## src/rtl/gpio_logic_combiner_if.sv

```systemverilog
`default_nettype none
// +----------------------------------------------------------------------+
// | Module   : gpio_logic_combiner_if                                    |
// | Brief    : GPIO channel inputs, reduction controls and combined      |
// |            result of gpio_logic_combiner.                            |
// | Revision : 1.0                                                       |
// +----------------------------------------------------------------------+
interface gpio_logic_combiner_if #(
  parameter int CHANNELS = 2
);
  logic [CHANNELS-1:0] gpio_in;
  logic [1:0]          mode;
  logic [CHANNELS-1:0] mask;
  logic                y;
  logic                y_valid;
  logic                change;

  modport master (
    output gpio_in,
    output mode,
    output mask,
    input  y,
    input  y_valid,
    input  change
  );

  modport slave (
    input  gpio_in,
    input  mode,
    input  mask,
    output y,
    output y_valid,
    output change
  );
endinterface
`default_nettype wire

```

## src/rtl/gpio_logic_combiner.sv

```systemverilog
`default_nettype none
// +----------------------------------------------------------------------+
// | Module   : gpio_logic_combiner                                       |
// | Brief    : Synchronises N GPIO channels, optionally glitch-filters   |
// |            them (GPIO_COMB_FILTER_EN), then masks and reduces them   |
// |            with a selectable NOR/OR/AND/XOR into a registered output.|
// | Revision : 1.0                                                       |
// +----------------------------------------------------------------------+
module gpio_logic_combiner #(
  parameter int CHANNELS      = 2,
  parameter int FILTER_CYCLES = 4
) (
  input  wire                  clk,
  input  wire                  rst_n,
  gpio_logic_combiner_if.slave bus
);

  localparam logic [1:0] c_mode_nor = 2'b00;
  localparam logic [1:0] c_mode_or  = 2'b01;
  localparam logic [1:0] c_mode_and = 2'b10;
  localparam logic [1:0] c_mode_xor = 2'b11;

`ifdef GPIO_COMB_FILTER_EN
  localparam int c_warm_cycles = FILTER_CYCLES + 3;
`else
  localparam int c_warm_cycles = 3;
`endif
  localparam int                  c_warm_w   = $clog2(c_warm_cycles + 1);
  localparam logic [c_warm_w-1:0] c_warm_max = c_warm_w'(c_warm_cycles);

  if (CHANNELS < 1 || CHANNELS > 32 || FILTER_CYCLES < 1 || FILTER_CYCLES > 255) begin : g_param_check
    $error("gpio_logic_combiner: CHANNELS or FILTER_CYCLES out of range");
  end

  logic [CHANNELS-1:0] r_sync1;
  logic [CHANNELS-1:0] r_sync2;
  logic [CHANNELS-1:0] w_filt;
  logic [CHANNELS-1:0] w_masked;
  logic [CHANNELS-1:0] w_and_in;
  logic                w_r;
  logic [c_warm_w-1:0] r_warm;
  logic [c_warm_w-1:0] w_warm_next;
  logic                r_y;
  logic                r_y_valid;
  logic                r_change;

  // GPIO_IN comes from another clock domain: two-flop synchroniser.
  always_ff @(posedge clk or negedge rst_n) begin
    if (!rst_n) begin
      r_sync1 <= '0;
      r_sync2 <= '0;
    end else begin
      r_sync1 <= bus.gpio_in;
      r_sync2 <= r_sync1;
    end
  end

`ifdef GPIO_COMB_FILTER_EN
  localparam int                 c_cnt_w    = $clog2(FILTER_CYCLES + 1);
  localparam logic [c_cnt_w-1:0] c_cnt_last = c_cnt_w'(FILTER_CYCLES - 1);

  for (genvar gi = 0; gi < CHANNELS; gi++) begin : g_filter
    logic               r_f;
    logic [c_cnt_w-1:0] r_cnt;

    // Any reversion to the accepted level restarts the stability count.
    always_ff @(posedge clk or negedge rst_n) begin
      if (!rst_n) begin
        r_f   <= 1'b0;
        r_cnt <= '0;
      end else if (r_sync2[gi] == r_f) begin
        r_cnt <= '0;
      end else if (r_cnt == c_cnt_last) begin
        r_f   <= r_sync2[gi];
        r_cnt <= '0;
      end else begin
        r_cnt <= r_cnt + c_cnt_w'(1);
      end
    end

    assign w_filt[gi] = r_f;
  end
`else
  assign w_filt = r_sync2;
`endif

  // Masked-off channels drive the identity element of the chosen reduction.
  assign w_masked = w_filt & bus.mask;
  assign w_and_in = w_filt | ~bus.mask;

  always_comb begin
    w_r = 1'b0;
    case (bus.mode)
      c_mode_nor: w_r = ~(|w_masked);
      c_mode_or:  w_r = |w_masked;
      c_mode_and: w_r = &w_and_in;
      c_mode_xor: w_r = ^w_masked;
      default:    w_r = 1'b0;
    endcase
  end

  assign w_warm_next = (r_warm == c_warm_max) ? r_warm : r_warm + c_warm_w'(1);

  always_ff @(posedge clk or negedge rst_n) begin
    if (!rst_n) begin
      r_warm    <= '0;
      r_y_valid <= 1'b0;
      r_y       <= 1'b0;
      r_change  <= 1'b0;
    end else begin
      r_warm    <= w_warm_next;
      r_y_valid <= (w_warm_next == c_warm_max);
      r_y       <= w_r;
      // Gated by the pre-edge valid so the first load of Y never pulses.
      r_change  <= r_y_valid & (w_r != r_y);
    end
  end

  assign bus.y       = r_y;
  assign bus.y_valid = r_y_valid;
  assign bus.change  = r_change;

endmodule
`default_nettype wire

```

## src/flat_wrapper.sv

```systemverilog
// flat-port wrapper written by rule: the top's interface ports become plain ports
module gpio_logic_combiner_flat 
#(
  parameter int CHANNELS      = 2,
  parameter int FILTER_CYCLES = 4
)
  (clk, rst_n, bus_gpio_in, bus_mode, bus_mask, bus_y, bus_y_valid, bus_change);
  gpio_logic_combiner_if #(.CHANNELS(CHANNELS)) bus_i ();
  input  wire clk;
  input  wire rst_n;
  input wire logic [$bits(bus_i.gpio_in)-1:0] bus_gpio_in;
  input wire logic [$bits(bus_i.mode)-1:0] bus_mode;
  input wire logic [$bits(bus_i.mask)-1:0] bus_mask;
  output wire logic [$bits(bus_i.y)-1:0] bus_y;
  output wire logic [$bits(bus_i.y_valid)-1:0] bus_y_valid;
  output wire logic [$bits(bus_i.change)-1:0] bus_change;
  assign bus_i.gpio_in = bus_gpio_in;
  assign bus_i.mode = bus_mode;
  assign bus_i.mask = bus_mask;
  assign bus_y = bus_i.y;
  assign bus_y_valid = bus_i.y_valid;
  assign bus_change = bus_i.change;
  gpio_logic_combiner #(.CHANNELS(CHANNELS), .FILTER_CYCLES(FILTER_CYCLES)) u_core (.clk(clk), .rst_n(rst_n), .bus(bus_i));
endmodule
```

## config.mk

```make
export PLATFORM = sky130hd
export DESIGN_NAME = gpio_logic_combiner_flat
export DESIGN_NICKNAME = d
export VERILOG_FILES = /design/src/rtl/gpio_logic_combiner_if.sv /design/src/rtl/gpio_logic_combiner.sv /design/src/flat_wrapper.sv
export SDC_FILE = /design/constraint.sdc
export NUM_CORES = 1
export LEC_CHECK = 0
export BUFFER_PORTS_ARGS = -buffer_cell sky130_fd_sc_hd__buf_4
export CORE_AREA = 2 2 39 41
export CTS_CLUSTER_SIZE = 20
export DETAILED_ROUTE_END_ITERATION = 10
export DIE_AREA = 0 0 41 43
export GPL_TIMING_DRIVEN = 0
export MAX_ROUTING_LAYER = met4
export SLEW_MARGIN = 20
export SYNTH_ARGS = -nofsm -noshare
export SYNTH_HDL_FRONTEND = slang
export SYNTH_SLANG_ARGS = --single-unit
export TNS_END_PERCENT = 100
```

## constraint.sdc

```tcl
create_clock -name clk -period 4 [get_ports clk]
set_input_delay 0.8 -clock clk [delete_from_list [all_inputs] [get_ports clk]]
set_output_delay 0.8 -clock clk [all_outputs]
set_load 0.05 [all_outputs]
```

==> results of run 1 <==
[kinds of logic after synthesis]
logic type,count (synthesis),synth area share
and+or+nand+nor,10,0.169
buffers and inverters,1,0.0115
AOI/OAI and AO/OA,4,0.0885
adders and majority gates,1,0.0385
DFF,9,0.692
[layout make-up]
cell class,instances,area share
flip-flops and latches,9,0.504
multi-input cells,15,0.216
repair buffers,10,0.168
clock buffers,4,0.0588
well taps,16,0.0448
plain buffers,1,0.00840
[how the worst max path moves through the flow]
stage,to,slack (ns),cells after the start
CTS,u_core.bus.change,2.25,7
global placement,u_core.bus.change,1.98,7
detailed placement,u_core.bus.change,1.98,7
global route,u_core.bus.change,2.17,7
floorplan,u_core.bus.change,2.14,6
finish,u_core.bus.change,2.24,7
[layout by cell type, fill, tap and decap left out]
cell type | netlist | final
buf_4 | 0 | 10
dfrtp_1 | 9 | 9
nand2b_1 | 3 | 3
clkbuf_4 | 0 | 3
nand2_1 | 2 | 2
nor2b_1 | 2 | 2
clkbuf_1 | 1 | 2
o21a_1 | 1 | 1
a311oi_1 | 1 | 1
nor2_1 | 1 | 1
or2_1 | 1 | 1
o21ai_0 | 1 | 1
or3_1 | 1 | 1
a21boi_1 | 1 | 1
ha_1 | 1 | 1
[routing by layer]
layer,part of all wire,up-vias,wire length (um)
met3,0.12,0,57
li1,-,111,-
met4,0,0,0
met2,0.40,11,194
met5,0,-,0
met1,0.48,96,230
[Yosys cell counts]
library cell | count | area share
ha_1 | 1 | 0.038
dfrtp_1 | 9 | 0.69
a311oi_1 | 1 | 0.027
o21ai_0 | 1 | 0.015
nand2_1 | 2 | 0.023
o21a_1 | 1 | 0.023
or3_1 | 1 | 0.019
or2_1 | 1 | 0.019
nor2_1 | 1 | 0.012
nand2b_1 | 3 | 0.058
clkbuf_1 | 1 | 0.012
nor2b_1 | 2 | 0.038
a21boi_1 | 1 | 0.023
[power breakdown]
part | switching (mW) | internal (mW) | total [mW]
Combinational | 0.0183 | 0.0124 | 0.0307
Sequential | 0.00177 | 0.0960 | 0.0978
Clock | 0.0264 | 0.0381 | 0.0645
Total | 0.0465 | 0.147 | 0.193
[worst register-to-register path, cell delays in order, from the launching register on]
cell      delay [ns]
dfrtp_1         0.34
nand2_1         0.06
ha_1            0.18
nor2b_1         0.13
o21a_1          0.20
or3_1           0.34
a21boi_1        0.14
[registers in the layout (all words and copies together) (netlist names)]
| signal | count |
|---|---|
| u_core.r_sync1 | 2 |
| u_core.bus.y_valid | 1 |
| u_core.r_warm | 2 |
| u_core.bus.y | 1 |
| u_core.bus.change | 1 |
| u_core.r_sync2 | 2 |
[through the flow]
stage | instance area (sq um) | instances | util | setup slack (ns)
floorplan | 325 | 25 | - | 2.14
global placement | 420 | 51 | 0.304 | 1.98
detailed placement | 420 | 51 | 0.304 | 1.98
CTS | 447 | 55 | 0.323 | 2.25
global route | 447 | 55 | 0.323 | 2.17
finish | 447 | 55 | 0.323 | 2.24
==> impl_results.md, run 1 <==
* Met3 GRT Util at 0.0471
* Worst hold start: u_core.r_sync1[1]
* FF+latch area at 225 sq um
* Global-route wire length before repair at 690 um
* Via count at 218
* Post-Syn Nets at 34
* Chip Height at 43 um
* Clk sinks at 9
* CTS hold repair buffers at 0
* Num CTS Buffers at 3
* Antenna Diode Count at 0
* Flops & latches, synth at 9
* Post-CTS Resized at 0
* Max Cap Violations at 0
* Crit-path cells: buf_4 > nand2_1 > ha_1 > nor2b_1 > o21a_1 > or3_1 > a21boi_1
* R2r endpoint: u_core.bus.change
* Routed len/inst at 8.76 um
* RSZ-0062 raised after global routing: false
* Highest clock rate at 0.570 GHz
* Worst Setup End Kind: flop
* Clk pin slew, worst setup/hold paths at 0.06 ns
* Post-Route WL at 482 um
* FF-to-FF Start: u_core.r_sync2[0]
* Syn avg cell area at 13.0 sq um
* # IOs at 11
* Worst Hold Path EP: u_core.r_sync2[1]
* Cell family with most CP delay: simple AND/OR/NAND/NOR gates
* Pwr dens at 432 nW/um^2
* Post-synthesis instance total at 25
* Worst-margin pin slew at 0.340 ns
* Startpoint types: input pin
* Post-route ant nets at 0
* Area of the multi-input gates at 96.3 sq um
* Clk Latency, worst-skew pair at 0.25 ns
* Fraction of the cycle the final worst path needs at 0.439
* Via density at 3.96
* Max-slew headroom at 0.772
* Worst Path Required at 4.18 ns
* Skew final at 0.00268 ns
* HP Class: flop to flop
* Worst-path cell with the longest stage delay: or3_1
* Design Power at 0.193 mW
* PortBufs at 10
* Gr ovfl total at 0
* Share of cells above drive strength 1 at 0.333
* Post-route DRC at 0
* Outcome: complete, no violations
* Mapped Area at 325 sq um
* Die Span X at 41 um
* CTS tree: done
* Setup TNS at 0 ns
* R2R cell count at 6
* Final net count at 49
* IR drop worst, VDD at 0.163 mV
* CTS Root Cell: clkbuf_4
* # Post-CTS Setup Buffers at 0
* TritonRoute pass-1 iters at 1
* Clk buf depth at 2
* Final hold vios at 0
* RePlAce Congestion at 0.529
* Beginning of the critical path: bus_mask[0]
* Core area at 1380 sq um
* Post-layout min period at 1.76 ns
* Hold path depth at 0
* Setup violators final at 0
* Reg2reg setup slack at 2.53 ns
* CP arrival at 1.93 ns
* FILL cells at 141
* Vias in the first global route at 199
* Max H-tree Level at 1
* Area Overhead vs Synth at 37.3%
* Largest stage delay, worst path at 0.34 ns
* Worst setup path class: input pin to flop
* GRT Util Overall at 0.0658
* Crit path buffers/inverters at 1
* GR Util met1 at 0.0676
* Cell leakage power at 0.194 nW
* Largest net degree at the start of global routing at 10
* Slew Viols, Final at 0
* Initial Utilization at 0.235
* Grt met2 use at 0.0875
* Hold Worst Slack at 0.350 ns
* Placement Rows at 14
* Crit path max fanout at 3
* Initial antenna violation count at 0
* Die ar. at 1760 sq um
* Initial drt markers at 0
* Synth warn at 0
* Sequential-to-total area share from yosys stat at 0.692
* Count of cell types in the netlist at 13
* Busiest layer in global routing: met2
(Power assumes the default switching activity.)
==> run 2, diff against run 1 <==
--- a/config.mk
+++ b/config.mk
@@ -5,6 +5,7 @@
 export SDC_FILE = /design/constraint.sdc
 export NUM_CORES = 1
 export LEC_CHECK = 0
+export ABC_AREA = 1
 export BUFFER_PORTS_ARGS = -buffer_cell sky130_fd_sc_hd__buf_4
 export CORE_AREA = 2 2 39 41
 export CTS_CLUSTER_SIZE = 20
==> constraint.sdc (replaced) <==
create_clock -name clk -period 1.55 [get_ports clk]
set_input_delay 0.31 -clock clk [delete_from_list [all_inputs] [get_ports clk]]
set_output_delay 0.31 -clock clk [all_outputs]
set_load 0.05 [all_outputs]
==> run 2 against run 1 <==
Against the previous run: critical endpoint unchanged; worst setup slack worse by 1.9 ns; highest routed layer unchanged; die area unchanged; critical path type is now flop to flop; final cell count is 18% higher; area after synthesis increased by 2.7%; clock-buffer cell count stayed put; combinational power increased to 2.8 times the previous value; core utilization up 1.4 points; total power grew to 2.6 times the previous value.
==> impl_results.md, run 2 <==
* Mapped Area at 334 sq um
* Fraction of the cycle the final worst path needs at 0.775
* Syn avg cell area at 9.83 sq um
* # Post-CTS Setup Buffers at 0
* Core area at 1380 sq um
* Initial antenna violation count at 0
* Post-Syn Nets at 43
* FF-to-FF Start: u_core.r_sync2[0]
* Most area-consuming cells after synthesis: dfrtp_1, nand2_1, inv_1
* Share of cells above drive strength 1 at 0.286
* Post-synthesis instance total at 34
* Die Span X at 41 um
* Slew Viols, Final at 0
* Hold path depth at 1
* Hold Worst Slack at 0.171 ns
* Chip Height at 43 um
* Final net count at 59
* Highest clock rate at 0.832 GHz
* Sequential-to-total area share from yosys stat at 0.674
* Post-Route WL at 501 um
* Async SR Flop Fraction at 1.00
* Startpoint types: flop
* Num CTS Buffers at 3
* Worst hold start: bus_gpio_in[0]
* Count of cell types in the netlist at 10
* Global-route wire length before repair at 690 um
* Worst setup path class: flop to flop
* Area Overhead vs Synth at 39.3%
* FILL cells at 141
* Outcome: complete, no violations
* CTS Root Cell: clkbuf_4
* Die ar. at 1760 sq um
* Clk buf depth at 2
* Clk Latency, worst-skew pair at 0.24 ns
* Initial drt markers at 1
* # IOs at 11
* Max Cap Violations at 0
* Via count at 253
* Setup violators final at 0
* CTS tree: done
* GRT Util Overall at 0.0618
* Via density at 3.89
* Routed len/inst at 7.71 um
* Design Area, Final at 465 sq um
* Crit path max fanout at 3
* Design Power at 0.500 mW
* Reg2reg setup slack at 0.35 ns
* Antenna Diode Count at 0
* Cell leakage power at 0.240 nW
* R2R cell count at 7
* CP arrival at 1.33 ns
* RSZ-0062 raised after global routing: false
* Placement Rows at 14
* Vias in the first global route at 200
* Worst Hold Path EP: u_core.r_sync1[0]
* Main synth FF type: dfrtp_1
* Post-synth top cells: nand2_1, dfrtp_1, inv_1
* PortBufs at 10
* Skew final at 0.00208 ns
* Largest net degree at the start of global routing at 10
* Clk sinks at 9
* Synth warn at 0
* Worst Path Required at 1.68 ns
* Most used standard cell by instance count after synthesis: nand2_1
* Pwr dens at 1070 nW/um^2
* Max H-tree Level at 1
* Flops & latches, synth at 9
* Yosys top cell by area: dfrtp_1
* Commonest non-fill, non-tap cell in the layout: nand2_1
* Dpl hpwl at 436 um
* Setup WS post-layout at 0.348 ns
* RePlAce Congestion at 0.609
* Beginning of the critical path: u_core.r_sync2[0]
* Worst-margin pin slew at 0.146 ns
* Share of the synthesized area in the top cell type at 0.674
* Setup TNS at 0 ns
* TritonRoute pass-1 iters at 2
* Final hold vios at 0
* Gr ovfl total at 0
* R2r endpoint: u_core.bus.change
* Clk pin slew, worst setup/hold paths at 0.05 ns
* Post-layout min period at 1.20 ns
* Initial Utilization at 0.241
* Largest regs: u_core.r_sync1 x2, u_core.r_sync2 x2, u_core.r_warm x2
* HP Class: input pin to flop
* Most frequent cells in the layout: nand2_1, buf_4, dfrtp_1
* IR drop worst, VDD at 0.399 mV
* Dpl cell area at 429 sq um
* Worst Setup End Kind: flop
* Post-route ant nets at 0
* Post-route DRC at 0
* Max-slew headroom at 0.903
* Setup WS pre-CTS at 0.301 ns
* Post-synth EDFFs at 0
==> run 2: cell types whose count changed in the layout (fill, tap and decap cells not counted), sizes merged <==
cell | previous run | this run
nor2 | 1 | 3
or3 | 1 | 0
a21oi | 0 | 1
dlygate4sd3 | 0 | 1
a21boi | 1 | 0
nor2b | 2 | 0
nand3 | 0 | 1
nand2b | 3 | 0
a311oi | 1 | 0
o21a | 1 | 0
nand2 | 2 | 12
inv | 0 | 4
==> run 2: critical path, cell delays in order (launching register included) <==
cell and delay (ns):
dfrtp_1 0.35, nand2_1 0.06, ha_1 0.27, nand2_1 0.04, o21ai_1 0.06, nand2_1 0.09, a21oi_1 0.16, nor2_1 0.06
==> run 2: cell type report <==
class	count	area, sq um	area share
multi-input combinational	20	90.1	0.194
inverter	4	15.0	0.0323
timing repair buffer	11	85.1	0.183
sequential	9	225	0.484
tap	16	20.0	0.0430
clock buffer	4	26.3	0.0565
buffer	1	3.75	0.00806
==> run 2: logic make-up (layout without fill, tap and decap cells) <==
logic type | Yosys count | after routing | synth area share
buffers and inverters | 5 | 20 | 0.0562
DFF | 9 | 9 | 0.674
AOI/OAI and AO/OA | 2 | 2 | 0.0299
and+or+nand+nor | 17 | 17 | 0.202
adders and majority gates | 1 | 1 | 0.0374
==> run 2: power by group <==
part / internal [mW] / total [mW] / leakage, nW / switching [mW]
logic: 0.0327 / 0.0850 / 0.128 / 0.0523
clock network: 0.0980 / 0.162 / 0.0150 / 0.0641
registers: 0.248 / 0.253 / 0.0962 / 0.00487
total: 0.379 / 0.500 / 0.240 / 0.121
==> run 2: layer usage <==
layer	up-vias	wire, um	part of all wire	global-route usage
met4	0	0	0	0.0600
met1	113	202	0.40	0.0614
li1	134	-	-	-
met2	6	275	0.55	0.0906
met5	-	0	0	-
met3	0	23	0.046	0.0157
==> run 2: worst max path at each step <==
stage,end,slack (ns),depth (start not counted)
after floorplan,u_core.bus.change,0.44,7
after global placement,u_core.bus.change,0.31,8
after detailed placement,u_core.bus.change,0.30,8
after CTS,u_core.bus.change,0.34,7
after global routing,u_core.bus.change,0.25,7
final,u_core.bus.change,0.35,7
==> run 2: through the flow <==
step	utilization	std cells
after CTS	0.336	65
after global routing	0.336	65
after global placement	0.310	60
final	0.336	65
after floorplan	-	34
after detailed placement	0.310	60
==> run 2: repair_timing <==
action | in CTS | in global routing
hold endpoints to repair | 9 | 0
hold buffers | 1 | 0
gates resized for setup | 0 | 0
==> run 3, diff against run 2 <==
--- a/config.mk
+++ b/config.mk
@@ -5,7 +5,7 @@
 export SDC_FILE = /design/constraint.sdc
 export NUM_CORES = 1
 export LEC_CHECK = 0
-export ABC_AREA = 1
+export ABC_AREA = 0
 export BUFFER_PORTS_ARGS = -buffer_cell sky130_fd_sc_hd__buf_4
 export CORE_AREA = 2 2 39 41
 export CTS_CLUSTER_SIZE = 20
==> constraint.sdc (replaced) <==
create_clock -name clk -period 1.3 [get_ports clk]
set_input_delay 0.26 -clock clk [delete_from_list [all_inputs] [get_ports clk]]
set_output_delay 0.26 -clock clk [all_outputs]
set_load 0.05 [all_outputs]
==> run 3 against run 2 <==
Against the previous run: the run now ends with negative setup slack left; sequential share of layout area fell by 0.89 points; first-iteration DRC count is 100% lower; clock skew about the same; design area is 1.9% higher; fmax shrank 15%; register-to-register slack got worse by 0.47 ns; global-route usage up 2.2 points; critical path type unchanged; critical endpoint unchanged; largest power group unchanged.
==> impl_results.md, run 3 (synthesized netlist as in run 1, its figures left out) <==
* Clk pin slew, worst setup/hold paths at 0.06 ns
* Grt met2 use at 0.109
* CTS tree: done
* Highest clock rate at 0.703 GHz
* FF-to-FF Start: u_core.r_sync2[0]
* Hold Worst Slack at 0.114 ns
* Outcome: finished with violations
* Combinational power share at 0.175
* Post-Route WL at 561 um
* Crit path max fanout at 3
* Pwr dens at 1290 nW/um^2
* Cell leakage power at 0.205 nW
* Hold path depth at 1
* Slew Viols, Final at 0
* IR drop worst, VDD at 0.574 mV
* Cell family with most CP delay: simple AND/OR/NAND/NOR gates
* Reg2reg setup slack at -0.12 ns
* Worst Setup End Kind: flop
* Die ar. at 1760 sq um
* Worst setup path class: flop to flop
* Clk Latency, worst-skew pair at 0.25 ns
* CP arrival at 1.60 ns
* Setup violators final at 1
* FILL cells at 146
* GRT Util Overall at 0.0835
* Busiest layer in global routing: met2
* HP Class: input pin to flop
* Skew final at 0.00241 ns
* Routed len/inst at 10.0 um
* Initial antenna violation count at 0
* Global-route wire length before repair at 855 um
* Via count at 232
* Post-layout min period at 1.42 ns
* Worst Path Required at 1.48 ns
* Area Overhead vs Synth at 45.8%
* CTS Root Cell: clkbuf_4
* Core area at 1380 sq um
* Sw power at 0.153 mW
* Final hold vios at 0
* Share of cells above drive strength 1 at 0.400
* Post-route ant nets at 0
* Setup WS pre-CTS at -0.138 ns
* Startpoint types: flop
* Clk sinks at 9
* Clk buf depth at 2
* Antenna Diode Count at 0
* Initial Utilization at 0.235
* Num CTS Buffers at 3
* Die Span X at 41 um
* GR Util met1 at 0.0808
* Crit path buffers/inverters at 0
* Worst-path cell with the longest stage delay: dfrtp_1
* Met3 GRT Util at 0.0471
* Max H-tree Level at 1
* Largest regs: u_core.r_sync1 x2, u_core.r_sync2 x2, u_core.r_warm x2
* RePlAce Congestion at 0.543
* Gr ovfl total at 0
* Worst hold start: bus_gpio_in[0]
* Initial drt markers at 0
* Worst Hold Path EP: u_core.r_sync1[0]
* R2R cell count at 6
* Sequential share of power at 0.492
* R2r endpoint: u_core.bus.change
* Max Cap Violations at 0
* Max-slew headroom at 0.830
* Failing checks: negative setup slack
* Largest net degree at the start of global routing at 10
* Most frequent cells in the layout: buf_4, dfrtp_1, nand2b_1, clkbuf_4
* Chip Height at 43 um
* Placement Rows at 14
* Setup WS post-layout at -0.122 ns
* Largest stage delay, worst path at 0.33 ns
* Final net count at 50
* PortBufs at 10
* Int Power at 0.458 mW
* Crit-path cells: nand2_1 > ha_1 > nor2b_1 > o21a_1 > or3_1 > a21boi_2
* Worst-margin pin slew at 0.255 ns
* Clock network power share at 0.332
* Post-route DRC at 0
* Via density at 4.14
* RSZ-0062 raised after global routing: true
* Switching Fraction at 0.250
* # IOs at 11
* TritonRoute pass-1 iters at 1
* Commonest non-fill, non-tap cell in the layout: buf_4
* Fraction of the cycle the final worst path needs at 1.09
* Vias in the first global route at 228
## run 3: cell types whose count changed in the layout (fill, tap and decap cells not counted), sizes merged, moves of 2 or more
cell / previous run / this run
nand2: 12 / 2
inv: 4 / 0
nand2b: 0 / 3
nor2: 3 / 1
nor2b: 0 / 2
## run 3: final cells by class
class                           instances  area, sq um  area share
Buffer                                  1         3.75     0.00792
Clock buffer                            4         26.3      0.0554
Multi-Input combinational cell         15          114       0.240
Sequential cell                         9          225       0.475
Tap cell                               16         20.0      0.0422
Timing Repair Buffer                   11         85.1       0.179
## run 3: repair_timing
action | CTS | global route
setup endpoints to repair | 1 | 2
buffers inserted | 0 | 0
hold buffers | 1 | 0
endpoints found under the hold margin | 9 | 0
resized for setup | 0 | 4
## run 3: worst max path at each step
stage,start,to,cells after the start
floorplan,u_core.r_sync2[1],u_core.bus.change,6
global placement,bus_mask[1],u_core.bus.change,7
detailed placement,bus_mask[1],u_core.bus.change,7
CTS,u_core.r_sync2[0],u_core.bus.change,6
global route,u_core.r_sync2[0],u_core.bus.change,6
finish,u_core.r_sync2[0],u_core.bus.change,6
## run 3: power by group through the flow
stage	clock (mW)	sequential, mW	combinational, mW
final	0.203	0.301	0.107
after CTS	0.218	0.301	0.0988
after global placement	0	0.306	0.0943
after floorplan	0	0.337	0.0215
after global routing	0.236	0.303	0.116
after detailed placement	0	0.306	0.0962
## run 3: metrics by stage
step	setup TNS, ns	area (sq um)	util	cells	total power [mW]
after floorplan	-0.0231	325	-	25	0.359
after global placement	-0.127	420	0.304	51	0.400
after detailed placement	-0.138	420	0.304	51	0.402
after CTS	-0.130	457	0.330	56	0.617
after global routing	-0.217	474	0.343	56	0.654
final	-0.122	474	0.343	56	0.611
## run 3: layer usage
layer | routed length (um) | vias to the layer above
li1 | - | 115
met1 | 218 | 106
met3 | 59 | 0
met5 | 0 | -
met2 | 283 | 11
met4 | 0 | 0
